`src/rtl/instr_fetch_mem.sv`:
```
// Loadable instruction memory for the IF stage: program streamed in via a load port, fetched with 1-cycle latency.
// Optional stored-word parity checking is enabled by defining INSTR_PARITY_EN.
module instr_fetch_mem #(
  parameter int             IW    = 16,
  parameter int             DEPTH = 32,
  parameter int             AW    = 6,
  parameter logic [IW-1:0]  NOP   = 16'h0000
) (
  input  logic                         CLOCK,
  input  logic                         in_rst,
  input  logic                         in_ld_start,
  input  logic                         in_ld_valid,
  input  logic [IW-1:0]                in_ld_data,
  input  logic                         in_ld_last,
  output logic                         out_ld_ready,
  output logic                         out_ld_done,
  output logic [$clog2(DEPTH+1)-1:0]   out_ld_count,
  input  logic [AW-1:0]                in_pc,
  input  logic                         in_req,
  input  logic                         in_stall,
  output logic [IW-1:0]                out_instrn,
  output logic                         out_valid,
  output logic                         out_fault,
  output logic                         out_parity_err
);

  localparam int CW   = $clog2(DEPTH+1);
  localparam int IDXW = $clog2(DEPTH);
`ifdef INSTR_PARITY_EN
  localparam int MW = IW + 1;
`else
  localparam int MW = IW;
`endif

  typedef enum logic [1:0] {S_IDLE, S_LOAD, S_RUN} state_t;

  state_t            state_q, state_d;
  logic [IDXW-1:0]   ld_ptr_q, ld_ptr_d;
  logic [CW-1:0]     count_q, count_d;
  logic [IW-1:0]     instrn_q, instrn_d;
  logic              valid_q, valid_d;
  logic              fault_q, fault_d;
  logic              perr_q, perr_d;

  logic [MW-1:0]     mem [DEPTH];
  logic              mem_we;
  logic [MW-1:0]     mem_wdata;
  logic [MW-1:0]     rd_word;
  logic [AW-2:0]     idx;
  logic [IDXW-1:0]   rd_idx;
  logic              is_fault;
  logic              par_bad;

  // Load FSM: IDLE -> LOAD -> RUN, with reload from RUN.
  always_comb begin
    state_d  = state_q;
    ld_ptr_d = ld_ptr_q;
    count_d  = count_q;
    mem_we   = 1'b0;
    case (state_q)
      S_IDLE: begin
        if (in_ld_start) begin
          state_d  = S_LOAD;
          ld_ptr_d = '0;
          count_d  = '0;
        end
      end
      S_LOAD: begin
        if (in_ld_valid) begin
          mem_we   = 1'b1;
          ld_ptr_d = ld_ptr_q + IDXW'(1);
          count_d  = count_q + CW'(1);
          if (in_ld_last || (ld_ptr_q == IDXW'(DEPTH-1))) begin
            state_d = S_RUN;
          end
        end
      end
      S_RUN: begin
        if (in_ld_start) begin
          state_d  = S_LOAD;
          ld_ptr_d = '0;
          count_d  = '0;
        end
      end
      default: state_d = S_IDLE;
    endcase
  end

`ifdef INSTR_PARITY_EN
  assign mem_wdata = {^in_ld_data, in_ld_data};
`else
  assign mem_wdata = in_ld_data;
`endif

  assign idx      = in_pc[AW-1:1];
  assign rd_idx   = idx[IDXW-1:0];
  assign rd_word  = mem[rd_idx];
  // Anything at or beyond the loaded count is unreachable, including stale words from an older image.
  assign is_fault = in_pc[0] | ({{CW{1'b0}}, idx} >= {{(AW-1){1'b0}}, count_q});

`ifdef INSTR_PARITY_EN
  assign par_bad = (^rd_word[IW-1:0]) != rd_word[IW];
`else
  assign par_bad = 1'b0;
`endif

  always_comb begin
    instrn_d = instrn_q;
    valid_d  = valid_q;
    fault_d  = fault_q;
    perr_d   = perr_q;
    if ((state_q != S_RUN) || in_ld_start) begin
      // A starting reload wins over a fetch in the same cycle.
      valid_d = 1'b0;
      fault_d = 1'b0;
      perr_d  = 1'b0;
    end else if (!in_stall) begin
      if (in_req) begin
        valid_d = 1'b1;
        if (is_fault) begin
          instrn_d = NOP;
          fault_d  = 1'b1;
          perr_d   = 1'b0;
        end else if (par_bad) begin
          instrn_d = NOP;
          fault_d  = 1'b0;
          perr_d   = 1'b1;
        end else begin
          instrn_d = rd_word[IW-1:0];
          fault_d  = 1'b0;
          perr_d   = 1'b0;
        end
      end else begin
        valid_d = 1'b0;
        fault_d = 1'b0;
        perr_d  = 1'b0;
      end
    end
  end

  always_ff @(posedge CLOCK or posedge in_rst) begin
    if (in_rst) begin
      state_q  <= S_IDLE;
      ld_ptr_q <= '0;
      count_q  <= '0;
      instrn_q <= NOP;
      valid_q  <= 1'b0;
      fault_q  <= 1'b0;
      perr_q   <= 1'b0;
    end else begin
      state_q  <= state_d;
      ld_ptr_q <= ld_ptr_d;
      count_q  <= count_d;
      instrn_q <= instrn_d;
      valid_q  <= valid_d;
      fault_q  <= fault_d;
      perr_q   <= perr_d;
    end
  end

  // Storage is deliberately not reset so it can map onto block RAM.
  always_ff @(posedge CLOCK) begin
    if (mem_we) begin
      mem[ld_ptr_q] <= mem_wdata;
    end
  end

  assign out_ld_ready   = (state_q == S_LOAD);
  assign out_ld_done    = (state_q == S_RUN);
  assign out_ld_count   = count_q;
  assign out_instrn     = instrn_q;
  assign out_valid      = valid_q;
  assign out_fault      = fault_q;
  assign out_parity_err = perr_q;

endmodule
```
`config.mk`:
```
export PLATFORM = sky130hd
export DESIGN_NAME = instr_fetch_mem
export DESIGN_NICKNAME = d
export VERILOG_FILES = /design/src/rtl/instr_fetch_mem.sv
export SDC_FILE = /design/constraint.sdc
export NUM_CORES = 1
export LEC_CHECK = 0
export BUFFER_PORTS_ARGS = -buffer_cell sky130_fd_sc_hd__buf_2
export CAP_MARGIN = 20
export CORE_ASPECT_RATIO = 0.5
export CORE_MARGIN = 1.5
export CORE_UTILIZATION = 60
export CTS_BUF_LIST = sky130_fd_sc_hd__clkbuf_4
export CTS_CLUSTER_SIZE = 24
export DETAILED_ROUTE_END_ITERATION = 16
export PLACE_DENSITY = 0.77
export SLEW_MARGIN = 30
export SYNTH_ARGS = -nofsm -noshare
export SYNTH_HDL_FRONTEND = slang
export SYNTH_SLANG_ARGS = --single-unit
```
`constraint.sdc`:
```
create_clock -name CLOCK -period 4.3 [get_ports CLOCK]
set_clock_uncertainty 0.2 [all_clocks]
set_input_delay 0.86 -clock CLOCK [delete_from_list [all_inputs] [get_ports CLOCK]]
set_output_delay 0.86 -clock CLOCK [all_outputs]
set_load 0.1 [all_outputs]
```
Yosys cells after proc, flatten, opt, wreduce, memory -nomap -nowiden:

Memory sizes are Yosys's and may differ from the RTL's.
Index checks and enable logic that the tools add are counted.

* bits in writable memories: 512
* word-level logic and storage cells: 54
* output and inout bits: 27
* memories kept: 1
* bits in registers: 32

* bitwise logic cells: 3
* equal/unequal tests: 8
* reduce and logical (&&, ||, !) cells: 8
* add/sub/neg operators: 2
* order comparisons: 1
* mux-type cells: 24

Memories
* mem: words 32, width 16, read ports 1, clocked after Yosys merged registers in 0, write ports 1, RTL line 45 `logic [MW-1:0] mem [DEPTH];`

Operators with widths (count)
* $mux 16: 1
* $mux 1: 13
* $mux 6: 2
* $pmux 6 s2: 1
* $mux 5: 2
* $pmux 5 s2: 1
* $reduce_and 3->1: 3
* $add 6x1->6 const B: 1
* $ge 5x6->1: 1
* $mux 2: 3
* $ne 2x1->1 const B: 3
* $add 5x1->5 const B: 1
* $eq 5x5->1 const B: 1
* $ne 2x2->1 const B: 2
* $pmux 2 s2: 1
* $eq 2x1->1 const B: 1
* $eq 2x2->1 const B: 1
* $logic_not 2->1: 1
* $logic_or 1x1->1: 2
* $not 1->1: 2
* $reduce_bool 2->1: 1
* $reduce_or 2->1: 1
* $or 1x1->1: 1

Longest topological paths before layout:

* word-level depth: 6
* depth in mapped cells: 12
* depth with buffers taken out: 8

Worst setup path after synthesis:

OpenSTA, ideal clock, no wires.

* path kind: input to register
* start point: input in_pc[1]
* end point: register instrn_q[0], in the netlist out_instrn[0]
* stages: 12
* arrival: 2946 ps
* data required time: 4031 ps
* library setup time: 69 ps
* setup slack: 1085 ps
* cells stage by stage: buf_6 > buf_6 > buf_2 > inv_1 > ha_1 > nand2b_1 > a21o_1 > a21oi_1 > o21ai_1 > nor3_2 > buf_2 > a221o_1

* longest elaborated chain between the ends: 3
* elaborated cells between the ends (all ways): 4
* classes of those cells: 1 x order compare; 1 x mux; 1 x bitwise; 1 x memory

RTL lines
* from (decl): RTL line 18 `input logic [AW-1:0] in_pc,`
* $ge 5x6->1: RTL line 99 `assign is_fault = in_pc[0] | ({{CW{1'b0}}, idx} >= {{(AW-1){1'b0}}, count_q});`
* $or 1x1->1: RTL line 99
* $mux 16 *: RTL line 120 `if (is_fault) begin`
* to (signal assigned): RTL line 154 `instrn_q <= instrn_d;`
* to (decl): RTL line 40 `logic [IW-1:0] instrn_q, instrn_d;`

Mark *: on every way between the ends. The rest lies on a longest branch, timed or not.
A chain may end at the register's enable or synchronous reset.

Worst setup path in the final report:

* start point: input in_pc[1]
* end point: register instrn_q[6], in the netlist out_instrn[6]

The elaborated chain is that of the path after synthesis.

==> summary.md <==
| Metric | Value |
|---|---|
| Worst path cell trace | `clkbuf_8 -> inv_1 -> ha_1 -> nand2b_1 -> a21o_1 -> a21oi_1 -> o211ai_2 -> buf_4 -> a211oi_1 -> a221o_1` |
| Dpl ws | `0.365 ns` |
| Sequential share of the synthesized area | `76.7%` |
| Final Slew Violations | `0` |
| Critical Path Start | `in_pc[1]` |
| R2R Path Start | `state_q[0]$_DFFE_PP0P_` |
| Sink Count | `543` |
| Routability cong. | `0.844` |
| Die X-Extent | `268 um` |
| CTS tree | `done` |
| Min Tclk post-route | `3.18 ns` |
| Hold_ws | `0.108 ns` |
| Synth Area per Inst | `21.0 sq um` |
| Final TNS setup | `0 ns` |
| Layout cells sized above 1 | `32.4%` |
| Synth cell types | `41` |
| Via/cell ratio | `6.28` |
| Final ANT Viol Nets | `0` |
| Die height | `135 um` |
| Tightest Pin Transition | `0.968 ns` |
| Die area | `36300 sq um` |
| Top post-synthesis cells by area | `edfxtp_1, mux4_2, dfrtp_1` |
| Worst Path Arrival | `3.72 ns` |
| Ports | `56` |
| Placement Cell Area | `22100 sq um` |
| Wire per inst | `27.2 um` |
| Synth-to-layout area growth | `11.6%` |
| CP Max Fanout | `56` |
| Final Power | `10700 uW` |
| Seq cells post-synth | `543` |
| Initial Util | `61.0%` |
| CP bufs+invs | `3` |
| Worst-Skew Late Latency | `0.83 ns` |
| Clk root buf | `clkbuf_4` |
| Critical Path RT | `4.84 ns` |
| Filler cells | `2108` |
| CP Launch Type | `primary input` |
| HP Class | `primary input to flip-flop` |
| Pwr dens | `453 nW/um^2` |
| Routed wire length | `47.0 mm` |
| Global router's overall resource usage | `27.1%` |
| Htree depth | `3` |
| Antenna violations before repair | `4` |
| Largest delay share family, worst path | `compound AO/OA/AOI/OAI gates` |
| Outcome | `finished, final reports clean` |
| Post-synth ARST share | `5.71%` |
| P_leak | `0.00795 uW` |
| Cells after synthesis | `1004` |
| Starting DRT DRC Count | `1245` |
| Crit path largest cell delay | `0.78 ns` |
| Worst IR drop on VDD | `214 uV` |
| Max cap viols | `0` |
| DRC viols | `0` |
| Yosys warns | `0` |
| Critical path depth in cells | `10` |
| Final setup violation count | `0` |
| Crit path max-delay cell type | `a211oi_1` |
| Top-count cell post-synth | `edfxtp_1` |
| Core area | `34500 sq um` |
| Tcrit/Tclk final | `73.8%` |
| Mapped Area | `21100 sq um` |
| Slew HR | `35.4%` |
| Largest area contributor in the netlist | `edfxtp_1` |
| Post-synth top area share | `73.0%` |
| Detailed placement HPWL | `27.8 mm` |
| Fmax | `0.315 GHz` |
| Worst reg-to-reg path cell count | `8` |
| Clock buffer count from CTS | `112` |
| Final instance area | `23500 sq um` |
| Vias in the first global route | `11.1k` |
| Critical path class | `primary input to flip-flop` |
| Final worst slack | `1.12 ns` |
| Pin count of the biggest net entering global routing | `57` |
| EDFF count, synth | `512` |
| Number of port buffers | `54` |
| Most frequent cells after synthesis | `edfxtp_1, mux4_2, nor2_1` |
| Hold path cells | `3` |
| RSZ-0062 raised after global routing | `no` |
| Via count | `10.9k` |
| Grt ovf | `0` |
| Row cnt | `48` |
| Syn_nets | `1044` |
| Top FF cell, synth | `edfxtp_1` |
| Nets | `1212` |
| First-pass GRT wire length | `69.0 mm` |
| Crit end category | `flip-flop` |
| Hold Crit Start | `in_stall` |
| Register clock-pin slew on the reported worst setup and hold paths | `0.08 ns` |
| TritonRoute pass-1 iters | `5` |
| Final Hold Viols | `0` |
| Max Root-Sink Buffers | `3` |
[tightest hold or removal path, stage by stage]
cell	delay (ns)
buf_2	0.10
a21oi_1	0.06
nor2_1	0.08
[routing by layer]
metal	GRT usage, %	part of all wire (%)	vias up
met5	0	0	-
met1	38.7	40	5615
met3	10.8	13	55
li1	-	-	4568
met4	6.28	1.1	0
met2	40.0	46	637
[cell type report]
cell class | count | area (sq um) | area share (%)
Multi-Input combinational cell | 397 | 4600 | 19.6
Tap cell | 475 | 594 | 2.53
Clock inverter | 37 | 205 | 0.873
Clock buffer | 158 | 1190 | 5.04
Antenna cell | 4 | 10.0 | 0.0426
Inverter | 10 | 37.5 | 0.160
Sequential cell | 543 | 16200 | 68.7
Timing Repair Buffer | 108 | 727 | 3.09
[repair_timing]
action,4_1_cts,5_1_grt
hold buffers,1,0
hold endpoints to repair,31,0
gates resized for setup,0,0
buffers inserted,0,0
[flip-flops by register name (all words and copies together), names as in the netlist]
signal,flops
out_fault,1
mem,512
state_q,2
out_ld_count,6
out_valid,1
ld_ptr_q,5
out_instrn,16
[cells in the final DEF, fill, tap and decap left out, types with 4 or more instances in the layout]
cell type    n
a211oi_1    30
a221o_1     15
a22oi_1     35
buf_2       52
buf_4       51
clkbuf_4   158
clkinv_1    23
clkinv_2     8
dfrtp_1     31
diode_2      4
edfxtp_1   512
ha_1        11
inv_1       10
mux2i_1     31
mux4_2     120
nand2_1     32
nand2b_1     4
nand3_1      7
nand3b_1     4
nand4_1      4
nor2_1      46
nor2b_1     21
o21ai_0      4
[path summary, 6_finish.rpt]
path / end / slack (ns)
worst max-delay path: out_instrn[6]$_DFFE_PP0P_ / 1.12
worst min-delay path: out_valid$_DFFE_PP0P_ / 0.11
worst max register to register: out_instrn[6]$_DFFE_PP0P_ / 1.27
worst min register to register: out_instrn[14]$_DFFE_PP0P_ / 0.33
max in group asynchronous: out_instrn[2]$_DFFE_PP0P_ / 2.95
min in group asynchronous: ld_ptr_q[2]$_DFFE_PP0P_ / 0.54
[where the power goes]
part | total (uW) | switching, uW | leakage (uW) | internal, uW
clock | 3680 | 1870 | 0.000835 | 1810
combinational | 1000 | 721 | 0.00208 | 280
sequential | 5980 | 71.4 | 0.00503 | 5910
[through the flow]
stage | std cells | util (%)
after detailed placement | 1532 | 64.0
after global placement | 1532 | 64.0
final | 1732 | 68.1
after global routing | 1732 | 68.1
after floorplan | 1004 | -
after CTS | 1728 | 68.0
[cell families (layout without fill, tap and decap cells)]
group	Yosys count	count (layout)	synth area share, %
flip-flops	543	543	76.7
multiplexers	151	151	14.3
AND/OR/NAND/NOR	131	131	3.01
AO/OA/AOI/OAI	97	97	3.56
buffers and inverters	64	313	1.54
adder cells (fa/ha/maj)	11	11	0.653
XOR/XNOR	6	6	0.250
other	1	5	0.0178
(Power assumes the default switching activity.)
